File: config.mk
export PLATFORM = sky130hd
export DESIGN_NAME = sample_sequencer
export DESIGN_NICKNAME = d
export VERILOG_FILES = /design/src/rtl/audio_pkg.sv /design/src/rtl/sample_tick_gen.sv /design/src/rtl/sample_sequencer.sv
export SDC_FILE = /design/constraint.sdc
export NUM_CORES = 1
export LEC_CHECK = 0
export BUFFER_PORTS_ARGS = -buffer_cell sky130_fd_sc_hd__buf_2
export CAP_MARGIN = 25
export CORE_MARGIN = 5
export CORE_UTILIZATION = 40
export CTS_CLUSTER_SIZE = 14
export DETAILED_ROUTE_END_ITERATION = 8
export PLACE_DENSITY = 0.72
export SYNTH_ARGS = -nofsm -noshare
export SYNTH_HDL_FRONTEND = slang
export SYNTH_HIERARCHICAL = 1
export SYNTH_SLANG_ARGS = --single-unit
File: constraint.sdc
create_clock -name sysclk -period 1.8 [get_ports sysclk]
set_input_delay 0.36 -clock sysclk [delete_from_list [all_inputs] [get_ports sysclk]]
set_output_delay 0.36 -clock sysclk [all_outputs]
set_load 0.005 [all_outputs]
File: src/rtl/audio_pkg.sv
// Shared definitions for the audio sample path: sequencer state encoding,
// DAC mid-scale (silence) code, default divider/timeout values, and a
// saturating 8-bit increment used by the event counters.
package audio_pkg;

    typedef enum logic [2:0] {
        SEQ_IDLE      = 3'd0,
        SEQ_ADC_REQ   = 3'd1,
        SEQ_ADC_WAIT  = 3'd2,
        SEQ_PROC_WAIT = 3'd3,
        SEQ_DAC_REQ   = 3'd4
    } seq_state_t;

    localparam logic [9:0] DAC_MIDSCALE    = 10'h200;
    localparam int         DEFAULT_DIV     = 5000;
    localparam int         DEFAULT_TIMEOUT = 2000;

    // Increment that sticks at 8'hFF instead of wrapping.
    function automatic logic [7:0] sat_inc8(input logic [7:0] v);
        return (v == 8'hFF) ? v : v + 8'd1;
    endfunction

endpackage

File: src/rtl/sample_tick_gen.sv
// Sample-rate divider: counts 0..DIV-1 and wraps; the count is held at 0
// while disabled. o_tick is high for the single cycle where the count sits
// at DIV-1 with the enable present.
module sample_tick_gen #(
    parameter int DIV = 5000
) (
    input  logic i_clk,
    input  logic i_rst,
    input  logic i_enable,
    output logic o_tick
);

    localparam int            CW   = (DIV > 1) ? $clog2(DIV) : 1;
    localparam logic [CW-1:0] LAST = CW'(DIV - 1);

    logic [CW-1:0] r_count;
    logic          w_at_last;

    assign w_at_last = (r_count == LAST);

    // Divider counter: cleared by reset or while disabled, wraps at DIV-1.
    always_ff @(posedge i_clk) begin
        if (i_rst || !i_enable) begin
            r_count <= '0;
        end else if (w_at_last) begin
            r_count <= '0;
        end else begin
            r_count <= r_count + 1'b1;
        end
    end

    assign o_tick = i_enable && w_at_last;

endmodule

File: src/rtl/sample_sequencer.sv
// Sample sequencer: one ADC conversion per sample tick, hand-off to the
// processor over a valid/done handshake, then a single DAC/PWM start pulse.
// Ticks arriving while a sequence is in flight are dropped and counted.
//
// Handshakes: adc_start and dac_start are one-cycle pulses. proc_valid is a
// level held with proc_data stable until the cycle proc_done is seen;
// adc_valid / proc_done are only sampled in the state that waits for them.
//
// Optional build macro SEQ_TIMEOUT_EN adds a watchdog on ADC_WAIT and
// PROC_WAIT: after TIMEOUT cycles in either state the sequence is abandoned
// (err_cnt counts it, dac_data is left untouched). Without the macro the FSM
// waits indefinitely and err_cnt reads 0.
module sample_sequencer
    import audio_pkg::*;
#(
    parameter int DIV     = DEFAULT_DIV,
    parameter int DW      = 10,
    parameter int TIMEOUT = DEFAULT_TIMEOUT
) (
    input  logic          sysclk,
    input  logic          rst,
    input  logic          enable,
    output logic          adc_start,
    input  logic          adc_valid,
    input  logic [DW-1:0] adc_data,
    output logic          proc_valid,
    output logic [DW-1:0] proc_data,
    input  logic          proc_done,
    input  logic [DW-1:0] proc_result,
    output logic          dac_start,
    output logic [DW-1:0] dac_data,
    output logic          busy,
    output logic [7:0]    overrun_cnt,
    output logic [7:0]    err_cnt,
    output logic [2:0]    o_dbg_state
);

    if (DIV < 16 || DIV > 65535) begin : g_bad_div
        $error("sample_sequencer: DIV must be within 16..65535");
    end
    if (TIMEOUT < 1) begin : g_bad_timeout
        $error("sample_sequencer: TIMEOUT must be at least 1");
    end

    seq_state_t    r_state;
    seq_state_t    w_state_next;
    logic          w_tick;
    logic          w_timeout;
    logic [DW-1:0] r_proc_data;
    logic [DW-1:0] r_dac_data;
    logic [7:0]    r_overrun_cnt;

    sample_tick_gen #(
        .DIV(DIV)
    ) u_tick (
        .i_clk   (sysclk),
        .i_rst   (rst),
        .i_enable(enable),
        .o_tick  (w_tick)
    );

`ifdef SEQ_TIMEOUT_EN
    localparam int WW = $clog2(TIMEOUT + 1);

    logic [WW-1:0] r_wdog;
    logic [7:0]    r_err_cnt;
    logic          w_waiting;
    logic          w_wd_expired;

    assign w_waiting    = (r_state == SEQ_ADC_WAIT) || (r_state == SEQ_PROC_WAIT);
    assign w_wd_expired = w_waiting && (r_wdog == WW'(TIMEOUT - 1));
    // A completion arriving in the expiry cycle still wins over the timeout.
    assign w_timeout    = w_wd_expired &&
                          !((r_state == SEQ_ADC_WAIT  && adc_valid) ||
                            (r_state == SEQ_PROC_WAIT && proc_done));

    // Watchdog: restarts on every state change, counts while waiting.
    always_ff @(posedge sysclk) begin
        if (rst || (r_state != w_state_next)) begin
            r_wdog <= '0;
        end else if (w_waiting) begin
            r_wdog <= r_wdog + 1'b1;
        end
    end

    // Timeout event counter, saturating.
    always_ff @(posedge sysclk) begin
        if (rst) begin
            r_err_cnt <= 8'd0;
        end else if (w_timeout) begin
            r_err_cnt <= sat_inc8(r_err_cnt);
        end
    end

    assign err_cnt = r_err_cnt;
`else
    assign w_timeout = 1'b0;
    assign err_cnt   = 8'd0;
`endif

    // FSM state register.
    always_ff @(posedge sysclk) begin
        if (rst) begin
            r_state <= SEQ_IDLE;
        end else begin
            r_state <= w_state_next;
        end
    end

    // FSM next-state logic.
    always_comb begin
        w_state_next = r_state;
        case (r_state)
            SEQ_IDLE:      if (w_tick) w_state_next = SEQ_ADC_REQ;
            SEQ_ADC_REQ:   w_state_next = SEQ_ADC_WAIT;
            SEQ_ADC_WAIT: begin
                if (adc_valid)      w_state_next = SEQ_PROC_WAIT;
                else if (w_timeout) w_state_next = SEQ_IDLE;
            end
            SEQ_PROC_WAIT: begin
                if (proc_done)      w_state_next = SEQ_DAC_REQ;
                else if (w_timeout) w_state_next = SEQ_IDLE;
            end
            SEQ_DAC_REQ:   w_state_next = SEQ_IDLE;
            default:       w_state_next = SEQ_IDLE;
        endcase
    end

    // FSM outputs: pure decodes of the state register.
    always_comb begin
        adc_start   = (r_state == SEQ_ADC_REQ);
        proc_valid  = (r_state == SEQ_PROC_WAIT);
        dac_start   = (r_state == SEQ_DAC_REQ);
        busy        = (r_state != SEQ_IDLE);
        o_dbg_state = r_state;
    end

    // Sample datapath: capture ADC sample, then processed result for the DAC.
    always_ff @(posedge sysclk) begin
        if (rst) begin
            r_proc_data <= '0;
            r_dac_data  <= DW'(DAC_MIDSCALE);
        end else begin
            if (r_state == SEQ_ADC_WAIT && adc_valid) begin
                r_proc_data <= adc_data;
            end
            if (r_state == SEQ_PROC_WAIT && proc_done) begin
                r_dac_data <= proc_result;
            end
        end
    end

    // Dropped-tick counter, saturating.
    always_ff @(posedge sysclk) begin
        if (rst) begin
            r_overrun_cnt <= 8'd0;
        end else if (w_tick && (r_state != SEQ_IDLE)) begin
            r_overrun_cnt <= sat_inc8(r_overrun_cnt);
        end
    end

    assign proc_data   = r_proc_data;
    assign dac_data    = r_dac_data;
    assign overrun_cnt = r_overrun_cnt;

endmodule

# Word-level counts from Yosys, hierarchy flattened

Cells that the tools add are included.

Register bits: 44
Bits of input ports: 25
Output and inout port bits: 43

Add/sub/neg operators: 2
Equality and inequality tests: 9
Muxes and demuxes: 4
Bitwise logic cells: 1
Reduce and logical (&&, ||, !) cells: 11

Operators with widths:

| cell                  | number |
|---|---|
| $add 13x1->13 const B | 1 |
| $eq 13x13->1 const B  | 1 |
| $pmux 3 s4            | 1 |
| $mux 3                | 3 |
| $add 8x1->8 const B   | 1 |
| $eq 8x8->1 const B    | 1 |
| $eq 3x2->1 const B    | 2 |
| $logic_and 1x1->1     | 4 |
| $ne 2x2->1 const B    | 2 |
| $eq 3x1->1 const B    | 1 |
| $eq 3x3->1 const B    | 1 |
| $logic_not 3->1       | 1 |
| $reduce_and 3->1      | 1 |
| $reduce_bool 3->1     | 1 |
| $ne 2x1->1 const B    | 1 |
| $reduce_and 2->1      | 1 |
| $reduce_or 2->1       | 1 |
| $logic_not 1->1       | 1 |
| $logic_or 1x1->1      | 1 |
| $not 1->1             | 1 |

# Logic depth before layout (Yosys ltp)

Depth after elaboration: 4
Depth in mapped cells: 8

# Cells and area by module

The synthesis kept the hierarchy.

Modules (own cells, without submodules):

| module           | instances | cells each | area an instance (sq um) |
|---|---|---|---|
| sample_sequencer | 1         | 157        | 1,312.5 |
| sample_tick_gen  | 1         | 65         | 570.5 |

# Least setup slack after synthesis

OpenSTA, ideal clock, no wires.

Path type: reg-to-reg
Start point: reg u_tick.r_count[6]
End point: reg r_overrun_cnt[3] (netlist: overrun_cnt[3])
Setup time: 128 ps
Arrival: 1,830 ps
Data required time: 1,672 ps
Setup slack: -157 ps
Stages on the path, launching flop included: 8
Period minus slack after synthesis: 1,957 ps
Path through: dfxtp_1 or4_1 nor4_2 and2_2 o31a_1 o2111ai_1 xor2_1 nor2_1

Word-level cells in the longest chain between the ends: 4

Ends and longest elaborated chain:

| item                              | line                    | RTL |
|---|---|---|
| start: declaration                | sample_tick_gen.sv:16   | `logic [CW-1:0] r_count;` |
| start signal: assignment          | sample_tick_gen.sv:28   | `r_count <= r_count + 1'b1;` |
| $eq 13x13->1                      | sample_tick_gen.sv:19   | `assign w_at_last = (r_count == LAST);` |
| $logic_and 1x1->1                 | sample_tick_gen.sv:32   | `assign o_tick = i_enable && w_at_last;` |
| net w_tick                        | sample_sequencer.sv:47  | `logic w_tick;` |
| $logic_and 1x1->1                 | sample_sequencer.sv:157 | `end else if (w_tick && (r_state != SEQ_IDLE)) begin` |
| $reduce_and 2->1 (no source line) | --                      |  |
| end signal: assignment            | sample_sequencer.sv:158 | `r_overrun_cnt <= sat_inc8(r_overrun_cnt);` |
| end: declaration                  | sample_sequencer.sv:51  | `logic [7:0] r_overrun_cnt;` |

The timed path passes the listed nets, and every way through them passes these cells.
A chain may end at the register's enable or synchronous reset.

# Final worst setup path

Start point: reg u_tick.r_count[11]
End point: reg r_overrun_cnt[3] (netlist: overrun_cnt[3])

Same word-level chain as after synthesis.

==> parameters.txt <==
Parameter                              Value

Power
  Internal power ... 1.41 mW
  Maximum vdd drop ... 0.482 mV
  Share of power burned in registers ... 0.553
  Ratio of total power to cell area ... 722 nW/µm²
  Share of total power in the clock network ... 0.414
  Portion of total power attributed to combinational logic ... 0.033
  Reported leakage power ... 1.06 nW
  Switching Share ... 0.199
  Psw ... 0.351 mW

STA
  Number of hold-slack violations in the final timing report ... 0
  Final cycle utilization of the critical path ... 1.08
  Final setup viols ... 8
  Skew final ... 0.00389 ns
  Setup Total Neg Slack ... -0.882 ns
  Max Transition Viols Final ... 0
  Max Freq ... 0.512 GHz
  Final min period ... 1.95 ns
  Unrepaired setup endpoints after global routing ... true
  Setup slack after layout ... -0.153 ns

Clocking
  Cts hold-fix bufs ... 0
  Htree depth ... 2
  Max Root-Sink Buffers ... 2
  Clock edge transition at the registers on the reported setup and hold paths ... 0.08 ns
  Inserted Clock Buffers ... 5
  Worst-skew pair later-pin latency ... 0.29 ns
  CTS root buffer ... clkbuf_8
  CTS sink cnt ... 44
  CTS tree ... yes

Die
  Core Footprint ... 4660 µm²
  Starting utilization of the core area ... 0.404
  Area of the die ... 6180 µm²
  Site row count ... 25
  Horizontal die dimension ... 78.6 µm
  I/O pin count ... 68
  Vertical die dimension ... 78.6 µm

Synth
  Number of distinct library cells after synthesis ... 36
  Total of flip-flops plus latches after synthesis ... 44
  Number of instances in the synthesized netlist ... 222
  Number of warnings issued by yosys ... 6
  Post-synthesis async set-or-reset flop share ... 0
  Post-Syn Area ... 1880 µm²
  Post-Syn Area per Cell ... 8.48 µm²
  Number of synthesized flops with an enable pin ... 0
  Sequential element share of the synthesized area ... 0.468
  Most instantiated flip-flop cell in the synthesis netlist ... dfxtp_1

Route
  Post-route DRC ... 0
  Detailed Routing Iterations Pass 1 ... 4
  Routed via count divided by cell count ... 4.79
  Final ANT Viol Nets ... 0
  Starting DRC count in detailed routing ... 45
  Routed wire length ... 4180 µm
  Vias ... 1686
  Wirelength per Cell ... 11.9 µm

Placement
  Post-detailed-placement half-perimeter wirelength ... 3020 µm
  Cell area reported after detailed placement ... 2290 µm²
  Routability Congestion ... 0.780
  Quantity of I/O buffers inserted on ports ... 59

Global routing
  Number of global-route vias before repair ... 1545
  Grt total ovfl ... 0
  Pin count of the biggest net entering global routing ... 32
  Initial antenna violation count ... 0
  Global-route wire length before repair ... 6990 µm
  Global-route usage over all layers ... 0.142

Min path
  Tightest Hold Check Type ... in2reg

Finish
  Share of post-route cells with drive strength above 1 ... 0.322
  Count of antenna diodes in the layout ... 0
  Final cell utilization of the core ... 0.524
  Count of nets after finishing ... 324
  Final design instance area without fill ... 2440 µm²
  Synthesis-to-finish area growth ... 29.7%

Critical path
  Crit path capture type ... flop
  Setup crit start kind ... flop
  Largest driver fanout on the critical path ... 6
  Critical Path RT ... 1.98 ns
  Data arrival time of the worst path ... 2.13 ns
  Crit Path Category ... reg2reg

Status
  Violations in the final reports ... negative setup slack
  Status ... complete, but fails checks

Job
  # Max-Cap Violations ... 0
## worst max-delay path, stage by stage (launching register included)
cell	delay (ns)
dfxtp_2	0.33
or4_4	0.54
nor4_4	0.17
and2_4	0.19
o31a_1	0.16
buf_6	0.13
o2111ai_2	0.11
xor2_1	0.16
nor2_1	0.05
## final timing paths
kind	start	end	slack, ns	cells after the start
setup / recovery	u_tick/r_count[11]	overrun_cnt[3]	-0.15	8
hold / removal	proc_result[9]	dac_data[9]	0.28	3
setup reg to reg	u_tick/r_count[11]	overrun_cnt[3]	-0.15	8
hold reg to reg	proc_data[0]	proc_data[0]	0.45	2
## cell type report
class	instances	area [µm²]
Clock buffer	6	72.6
Inverter	6	22.5
Clock inverter	2	35.0
Sequential cell	44	885
Fill cell	439	2220
Timing Repair Buffer	76	427
Multi-Input combinational cell	164	933
Tap cell	54	67.6
## layer usage
metal,share of wire,global-route usage
met5,0,0
met4,0.015,0.0542
met3,0.077,0.0493
met2,0.48,0.242
met1,0.43,0.164
## cell usage in the layout, fill, tap and decap left out, types with 6 or more instances in the layout
| master | count |
|---|---|
| inv_1 | 6 |
| buf_4 | 16 |
| xor2_1 | 6 |
| a21oi_1 | 19 |
| nor2_1 | 25 |
| conb_1 | 8 |
| nand2_1 | 43 |
| dfxtp_1 | 41 |
| xnor2_1 | 10 |
| nand3_1 | 6 |
| buf_2 | 59 |
| nand4_1 | 7 |
## metrics by stage
stage / hold WS, ns / std cells / total power [mW] / setup WS (ns)
after detailed placement: 0.444 / 342 / 1.06 / -0.175
after global placement: 0.439 / 342 / 1.06 / -0.105
final: 0.276 / 352 / 1.76 / -0.153
after floorplan: 0.430 / 229 / 1.04 / -0.122
after CTS: 0.264 / 351 / 1.80 / -0.135
after global routing: 0.277 / 352 / 1.86 / -0.263
## power by group through the flow
| stage | logic, mW | clock network [mW] | registers (mW) |
|---|---|---|---|
| floorplan | 0.0364 | 0 | 0.999 |
| detailed placement | 0.0584 | 0 | 0.999 |
| global route | 0.0658 | 0.819 | 0.976 |
| finish | 0.0585 | 0.729 | 0.975 |
| CTS | 0.0587 | 0.767 | 0.976 |
| global placement | 0.0583 | 0 | 0.998 |
## state kept, by name, summed over array words and instances (netlist names)
signal / count
dac_data: 10
overrun_cnt: 8
proc_data: 10
o_dbg_state: 3
u_tick/r_count: 13
## cell usage after synthesis (2+ instances only)
| master | number | share of area |
|---|---|---|
| and3_1 | 4 | 0.013 |
| dfxtp_1 | 44 | 0.47 |
| or3b_2 | 2 | 0.0093 |
| nand4_1 | 7 | 0.023 |
| buf_4 | 9 | 0.036 |
| clkbuf_1 | 3 | 0.0060 |
| nor3_1 | 6 | 0.016 |
| nor2_1 | 25 | 0.050 |
| xor2_1 | 6 | 0.028 |
| ha_1 | 2 | 0.013 |
| and2_1 | 4 | 0.013 |
| nand2_1 | 43 | 0.086 |
| a21oi_1 | 19 | 0.050 |
| o211ai_1 | 2 | 0.0080 |
| xnor2_1 | 10 | 0.047 |
| buf_2 | 2 | 0.0053 |
| inv_1 | 6 | 0.012 |
| nand3b_1 | 2 | 0.0080 |
| nand3_1 | 6 | 0.016 |
| nor4_1 | 2 | 0.0066 |
| mux2i_1 | 3 | 0.016 |
## logic make-up after synthesis
| kind of cell | synth area share |
|---|---|
| AOI/OAI and AO/OA | 0.0804 |
| xor gates and xnor gates | 0.0744 |
| adders and majority gates | 0.0133 |
| buffers and inverters | 0.0651 |
| DFF | 0.468 |
| muxes | 0.0159 |
| other | 0.00199 |
| and+or+nand+nor | 0.281 |
## what timing repair did
action | CTS | global route
pin swaps | 3 | 3
buffers inserted | 1 | 1
hold endpoints to repair | 0 | 0
gates resized for setup | 5 | 2
setup endpoints to repair | 8 | 9
(Power assumes the default switching activity.)
